===== src/rtl/logic_sweep_ctrl_if.sv =====
// Bundle between the sweep controller and its environment: start request,
// the a/b/c vector drive, the x response and the sweep status outputs.
interface logic_sweep_ctrl_if;
  logic       start;
  logic       a_o;
  logic       b_o;
  logic       c_o;
  logic       x_i;
  logic       busy;
  logic       done;
  logic       fail;
  logic [3:0] err_cnt;
  logic [2:0] vec_idx;

  // master: the sweep controller itself
  modport master (
    input  start, x_i,
    output a_o, b_o, c_o, busy, done, fail, err_cnt, vec_idx
  );

  // slave: the block under control plus whoever requests sweeps
  modport slave (
    output start, x_i,
    input  a_o, b_o, c_o, busy, done, fail, err_cnt, vec_idx
  );
endinterface


===== src/rtl/logic_sweep_ctrl.sv =====
// Exhaustive 3-input sweep of an x = ~a | (b & c) block, counting mismatches.
// Define LOGIC_SWEEP_STOP_ON_FAIL_EN to end the sweep at the first mismatch.
module logic_sweep_ctrl #(
  parameter int unsigned SETTLE_CYCLES = 3
) (
  input logic                clk,
  input logic                rst_n,
  logic_sweep_ctrl_if.master bus
);

  typedef enum logic [2:0] {
    S_IDLE,
    S_APPLY,
    S_SETTLE,
    S_SAMPLE,
    S_DONE
  } state_t;

`ifdef LOGIC_SWEEP_STOP_ON_FAIL_EN
  localparam bit STOP_ON_FAIL = 1'b1;
`else
  localparam bit STOP_ON_FAIL = 1'b0;
`endif

  localparam logic [3:0] SETTLE_LOAD = 4'(SETTLE_CYCLES - 1);

  state_t     r_state, w_state_nxt;
  logic [3:0] r_settle, w_settle_nxt;
  logic [2:0] r_vec, w_vec_nxt;
  logic [3:0] r_err, w_err_nxt;
  logic       w_expect;
  logic       w_mismatch;

  function automatic logic [3:0] sat_inc(input logic [3:0] v);
    return (v == 4'hF) ? v : v + 4'd1;
  endfunction

  // The vector register drives the block directly, so the reference is built from it.
  assign w_expect   = ~r_vec[2] | (r_vec[1] & r_vec[0]);
  assign w_mismatch = (bus.x_i != w_expect);

  always_ff @(posedge clk) begin
    if (!rst_n) begin
      r_state  <= S_IDLE;
      r_settle <= 4'd0;
      r_vec    <= 3'd0;
      r_err    <= 4'd0;
    end else begin
      r_state  <= w_state_nxt;
      r_settle <= w_settle_nxt;
      r_vec    <= w_vec_nxt;
      r_err    <= w_err_nxt;
    end
  end

  always_comb begin
    w_state_nxt  = r_state;
    w_settle_nxt = r_settle;
    w_vec_nxt    = r_vec;
    w_err_nxt    = r_err;
    case (r_state)
      S_IDLE, S_DONE: begin
        if (bus.start) begin
          w_state_nxt = S_APPLY;
          w_vec_nxt   = 3'd0;
          w_err_nxt   = 4'd0;
        end
      end
      S_APPLY: begin
        w_state_nxt  = S_SETTLE;
        w_settle_nxt = SETTLE_LOAD;
      end
      S_SETTLE: begin
        if (r_settle == 4'd0) w_state_nxt = S_SAMPLE;
        else                  w_settle_nxt = r_settle - 4'd1;
      end
      S_SAMPLE: begin
        if (w_mismatch) w_err_nxt = sat_inc(r_err);
        // Stop-on-fail freezes vec_idx on the failing vector for diagnosis.
        if ((STOP_ON_FAIL && w_mismatch) || (r_vec == 3'd7)) begin
          w_state_nxt = S_DONE;
        end else begin
          w_vec_nxt   = r_vec + 3'd1;
          w_state_nxt = S_APPLY;
        end
      end
      default: w_state_nxt = S_IDLE;
    endcase
  end

  assign bus.a_o     = r_vec[2];
  assign bus.b_o     = r_vec[1];
  assign bus.c_o     = r_vec[0];
  assign bus.vec_idx = r_vec;
  assign bus.err_cnt = r_err;
  assign bus.fail    = (r_err != 4'd0);
  assign bus.busy    = (r_state == S_APPLY) || (r_state == S_SETTLE) || (r_state == S_SAMPLE);
  assign bus.done    = (r_state == S_DONE);

endmodule

===== src/flat_wrapper.sv =====
// flat-port wrapper written by rule: the top's interface ports become plain ports
module logic_sweep_ctrl_flat 
#(
  parameter int unsigned SETTLE_CYCLES = 3
)
  (clk, rst_n, bus_start, bus_x_i, bus_a_o, bus_b_o, bus_c_o, bus_busy, bus_done, bus_fail, bus_err_cnt, bus_vec_idx);
  logic_sweep_ctrl_if bus_i ();
  input logic clk;
  input logic rst_n;
  input wire logic [$bits(bus_i.start)-1:0] bus_start;
  input wire logic [$bits(bus_i.x_i)-1:0] bus_x_i;
  output wire logic [$bits(bus_i.a_o)-1:0] bus_a_o;
  output wire logic [$bits(bus_i.b_o)-1:0] bus_b_o;
  output wire logic [$bits(bus_i.c_o)-1:0] bus_c_o;
  output wire logic [$bits(bus_i.busy)-1:0] bus_busy;
  output wire logic [$bits(bus_i.done)-1:0] bus_done;
  output wire logic [$bits(bus_i.fail)-1:0] bus_fail;
  output wire logic [$bits(bus_i.err_cnt)-1:0] bus_err_cnt;
  output wire logic [$bits(bus_i.vec_idx)-1:0] bus_vec_idx;
  assign bus_i.start = bus_start;
  assign bus_i.x_i = bus_x_i;
  assign bus_a_o = bus_i.a_o;
  assign bus_b_o = bus_i.b_o;
  assign bus_c_o = bus_i.c_o;
  assign bus_busy = bus_i.busy;
  assign bus_done = bus_i.done;
  assign bus_fail = bus_i.fail;
  assign bus_err_cnt = bus_i.err_cnt;
  assign bus_vec_idx = bus_i.vec_idx;
  logic_sweep_ctrl #(.SETTLE_CYCLES(SETTLE_CYCLES)) u_core (.clk(clk), .rst_n(rst_n), .bus(bus_i));
endmodule

===== config.mk =====
export PLATFORM = sky130hd
export DESIGN_NAME = logic_sweep_ctrl_flat
export DESIGN_NICKNAME = d
export VERILOG_FILES = /design/src/rtl/logic_sweep_ctrl_if.sv /design/src/rtl/logic_sweep_ctrl.sv /design/src/flat_wrapper.sv
export SDC_FILE = /design/constraint.sdc
export NUM_CORES = 1
export LEC_CHECK = 0
export ABC_AREA = 1
export CORE_MARGIN = 1.5
export CORE_UTILIZATION = 45
export CTS_CLUSTER_SIZE = 16
export DETAILED_ROUTE_END_ITERATION = 8
export DONT_BUFFER_PORTS = 1
export GPL_ROUTABILITY_DRIVEN = 0
export PLACE_DENSITY = 0.71
export SETUP_SLACK_MARGIN = 0.5
export SLEW_MARGIN = 0
export SYNTH_ARGS = -nofsm -noshare
export SYNTH_HDL_FRONTEND = slang
export SYNTH_SLANG_ARGS = --single-unit

===== constraint.sdc =====
create_clock -name clk -period 1.3 [get_ports clk]
set_input_delay 0.195 -clock clk [delete_from_list [all_inputs] [get_ports clk]]
set_output_delay 0.195 -clock clk [all_outputs]
set_load 0.01 [all_outputs]

# Word-level counts from Yosys, hierarchy flattened
# Index checks and enable logic that the tools add are counted.
op_classes:
  mux: 13
  eq_ne: 13
  reduce_logical: 12
  bitwise: 3
  addsub: 3
ops:
  columns: ["cell", "count"]
  rows:
  - ["$mux W4", 4]
  - ["$pmux W4 S2", 2]
  - ["$mux W3", 5]
  - ["$pmux W3 S4", 1]
  - ["$ne A2 B2 Y1 const B", 4]
  - ["$eq A3 B2 Y1 const B", 2]
  - ["$eq A3 B3 Y1 const B", 2]
  - ["$pmux W3 S2", 1]
  - ["$add A4 B1 Y4 const B", 1]
  - ["$eq A4 B4 Y1 const B", 1]
  - ["$logic_not A4 Y1", 1]
  - ["$ne A2 B1 Y1 const B", 2]
  - ["$reduce_and A2 Y1", 2]
  - ["$reduce_and A4 Y1", 1]
  - ["$reduce_bool A2 Y1", 2]
  - ["$reduce_bool A4 Y1", 1]
  - ["$sub A4 B1 Y4 const B", 1]
  - ["$add A3 B1 Y3 const B", 1]
  - ["$eq A3 B1 Y1 const B", 1]
  - ["$logic_not A3 Y1", 1]
  - ["$reduce_and A3 Y1", 1]
  - ["$logic_or A1 B1 Y1", 2]
  - ["$reduce_or A2 Y1", 1]
  - ["$and A1 B1 Y1", 1]
  - ["3 further kinds", 3]
totals:
  regBits: 14
  input_bits: 4

# Logic depth before layout (Yosys ltp)
logic_depth:
  depth_word: 5
  mapped_depth: 10

# Least setup slack after synthesis
# OpenSTA, ideal clock, no wires.
synth_timing:
  kind: "register to register"
  startpoint: "register u_core.r_vec[0], in the netlist u_core.bus.vec_idx[0]"
  endpoint: "register u_core.r_err[3], in the netlist u_core.bus.err_cnt[3]"
  t_arrival_ns: 1.282
  synth_period_minus_slack_ns: 1.352
  required_ns: 1.230
  path_stages_with_launch: 9
  slack_ns: -0.052
  n_path_buf: 0
  cell_sequence: "dfxtp_1 > ha_1 > inv_1 > ha_1 > nand2_1 > nand3_1 > nor2_1 > nand2_1 > a21oi_1"
synth_between:
  elab_chain_cells: 5
synth_lines:
  columns: ["element", "line", "text"]
  rows:
  - ["from (decl)", "logic_sweep_ctrl.sv:29", "logic [2:0] r_vec, w_vec_nxt;"]
  - ["from (signal assigned)", "logic_sweep_ctrl.sv:51", "r_vec <= w_vec_nxt;"]
  - ["$and A1 B1 Y1", "logic_sweep_ctrl.sv:39", "assign w_expect = ~r_vec[2] | (r_vec[1] & r_vec[0]);"]
  - ["$or A1 B1 Y1", "logic_sweep_ctrl.sv:39", null]
  - ["$ne A1 B1 Y1", "logic_sweep_ctrl.sv:40", "assign w_mismatch = (bus.x_i != w_expect);"]
  - ["$ne A2 B1 Y1 (no source line)", null, null]
  - ["$reduce_and A4 Y1 (no source line)", null, null]
  - ["to (signal assigned)", "logic_sweep_ctrl.sv:52", "r_err <= w_err_nxt;"]
  - ["to (decl)", "logic_sweep_ctrl.sv:30", "logic [3:0] r_err, w_err_nxt;"]
# Every way passes these cells.
# A chain may end at the register's enable or synchronous reset.

# Worst setup path in the final report
layout_timing:
  startpoint: "register u_core.r_vec[1], in the netlist u_core.bus.vec_idx[1]"
  endpoint: "register u_core.r_err[0], in the netlist u_core.bus.err_cnt[0]"
# Same word-level chain as after synthesis.

==> flow_summary.json <==
{
  "status": "finished with violations",
  "violations": "negative setup slack",
  "finalCritPeriodShare_pct": 101,
  "ff2ff_setup_slack_ps": -10,
  "r2r-end": "u_core.bus.err_cnt[0]",
  "n_fill_cell": 104,
  "ir_worst_vdd_mv": 1.32,
  "cts_tree": "built",
  "vias": 832,
  "dieArea_sq_um": 2080,
  "synth_area_leaders": "dfxtp_1 34%, nand2_1 14%, ha_1 11%, inv_1 7.8%, a21oi_1 6.7%",
  "postLayoutCellArea_sq_um": 1290,
  "antenna_cells": 0,
  "worstReg2RegStart": "u_core.bus.vec_idx[1]",
  "end_kind": "register",
  "final.min_clock_period_ps": 1310,
  "holdBufCountCts": 0,
  "hold_viol": 0,
  "antenna_found_initial": 0,
  "cp-start-kind": "register",
  "grt_pass1_wl_mm": 3.28,
  "drive_gt1_share_pct": 59.0,
  "place_hpwl_mm": 1.36,
  "min_to": "u_core.bus.vec_idx[0]",
  "via_per_inst": 5.07,
  "syn_to_final_growth_pct": 57.2,
  "clockBufferDepth": 2,
  "syn_nets": 131,
  "post-synth-top-area-cell": "dfxtp_1",
  "place_inst": 148,
  "insertion_delay_ps": 290,
  "numCtsBuffers": 3,
  "max_slew_margin_pct": 76.6,
  "gr-total-overflow": 0,
  "critical_path_class": "reg -> reg",
  "place_area_sq_um": 962,
  "cp.arrival_ps": 1500,
  "io_pins": 17,
  "start_util_pct": 47.9,
  "core_area_sq_um": 1710,
  "hp-start": "rst_n",
  "die_w_um": 45.6,
  "ys_seq_area_share_pct": 34.3,
  "fin_tns_setup_ps": -27.8,
  "h-tree-depth": 1,
  "tightest_slew_ps": 350,
  "drtIter0Drc": 23,
  "rows": 15,
  "die_h_um": 45.6,
  "cts-root-buf": "clkbuf_4",
  "p_per_area_nw_per_um2": 1360,
  "worstRegToRegCells": 9,
  "synth.top_cell.area_share_pct": 34.3,
  "fin_skew_ps": 5.01,
  "hold_path_depth": 2,
  "yosysUniqueCellTypes": 17,
  "syn_avg_cell_area_sq_um": 6.82,
  "grt_max_degree": 9,
  "layout.cells.non_filler": 164,
  "grt_setup_unrepaired": "yes",
  "port_buffers": 0,
  "setup_violations": 4,
  "p_leak_nw": 0.517,
  "setup_slack_ps": -12.4,
  "drc": 0,
  "syn_area_sq_um": 818,
  "drt-pass1-iter-count": 4,
  "synth-seq-cells": 14,
  "clk_pin_slew_ps": 90,
  "ys_warn_count": 0,
  "worstPathRequired_ps": 1490,
  "track_usage_pct": 21.6,
  "first_global_vias": 805,
  "wl_per_cell_um": 13.2,
  "clock-sinks": 14,
  "postRouteAntennaNets": 0,
  "finalNetCount": 151,
  "critPathMaxFanout": 4,
  "holdCritPathClass": "in -> reg",
  "wl_mm": 2.17,
  "maxSlewViolCount": 0,
  "fmax_ghz": 0.762,
  "maxCapViolations": 0,
  "netlist_instances": 120
}
where the power goes:
part	total, mW	internal, mW	switching (mW)
registers	0.593	0.502	0.0915
logic	0.830	0.368	0.463
clock network	0.326	0.171	0.156
routing by layer:
metal  share of wire, %  GRT usage [%]  wire length [um]  vias up
li1                   -              -                 -      416
met1                 42           25.2               912      382
met2                 52           38.6              1140       31
met3                4.3           3.57                93        3
met4                1.1           8.82                24        0
met5                  0              0                 0        -
flip-flops by register name, indices dropped and copies added (netlist names):
register            count
u_core.bus.vec_idx      3
u_core.r_state          3
u_core.r_settle         4
u_core.bus.err_cnt      4
kinds of logic after synthesis:
family	after synthesis	share of synthesized area, %
AO/OA/AOI/OAI	14	9.02
XOR/XNOR	1	1.07
adder cells (fa/ha/maj)	7	10.7
buffers and inverters	20	10.6
flip-flops	14	34.3
AND/OR/NAND/NOR	64	34.4
cell usage in the layout, fill, tap and decap left out:
master,netlist,layout
nand3_1,10,3
inv_4,0,2
buf_4,3,9
o21ai_1,0,2
nand2_4,0,3
clkbuf_8,0,1
ha_4,0,5
nor3_2,0,1
a21oi_1,11,6
nand3_2,1,5
nand2_2,2,8
dfxtp_2,0,5
nand2_1,31,22
xor2_1,1,1
nand3b_1,1,1
o21ai_2,1,1
clkbuf_4,0,3
dfxtp_4,0,7
nor2_4,1,4
inv_6,0,1
buf_6,0,9
nand3_4,0,3
ha_2,0,1
ha_1,7,1
dfxtp_1,14,2
nor2_2,1,3
inv_2,0,6
inv_1,17,8
a21oi_2,0,5
nor3_1,3,2
nor2_1,14,9
layout make-up:
| class | count | area [sq um] | area share [%] |
|---|---|---|---|
| sequential | 14 | 313 | 24.3 |
| multi-input combinational | 86 | 663 | 51.6 |
| timing repair buffer | 18 | 169 | 13.1 |
| clock buffer | 4 | 36.3 | 2.82 |
| tap | 25 | 31.3 | 2.43 |
| inverter | 17 | 73.8 | 5.74 |
worst max path at each step:
stage,start,endpoint,slack [ps],cells past startpoint
6_report,u_core.bus.vec_idx[1],u_core.bus.err_cnt[0],-10,9
5_1_grt,u_core.bus.vec_idx[1],u_core.bus.err_cnt[2],-60,9
4_1_cts,u_core.bus.err_cnt[0],bus_fail,40,4
3_5_place_dp,u_core.bus.vec_idx[1],u_core.bus.err_cnt[0],40,10
3_3_place_gp,u_core.bus.vec_idx[0],u_core.bus.err_cnt[0],70,10
2_1_floorplan,u_core.bus.vec_idx[1],u_core.bus.err_cnt[1],100,8
Yosys cell counts:
cell type and instances:
ha_1 7, nand3_1 10, o21ai_2 1, nor3_1 3, a21oi_1 11, buf_4 3
o21ai_0 2, nand3b_1 1, dfxtp_1 14, nand3_2 1, inv_1 17, nor2_4 1
nor2_2 1, nand2_2 2, nor2_1 14, nand2_1 31, xor2_1 1
critical path, cell delays in order, from the launching register on:
cell and delay (ps):
dfxtp_4 370, ha_4 130, inv_2 40, ha_4 140
nand2_1 110, nand2_1 90, nand2_2 80, nand3_4 90
nor2_1 120, nor2_1 40
repair_timing:
| action | CTS | global route |
|---|---|---|
| setup endpoints to repair | 27 | 27 |
| resized for setup | 37 | 20 |
| buffers inserted | 7 | 5 |
| pin swaps | 18 | 10 |
stage by stage:
stage | power [mW] | utilization, % | hold slack (ps) | setup WS, ps
final | 1.75 | 75.3 | 23.5 | -12.4
after detailed placement | 1.12 | 56.3 | 329 | 36.1
after CTS | 1.63 | 68.4 | 20.0 | 42.7
after floorplan | 1.02 | - | 308 | 97.9
after global routing | 1.85 | 75.3 | 31.8 | -61.1
after global placement | 1.10 | 56.3 | 313 | 66.7
No activity file was read; power rests on OpenSTA's default activity.
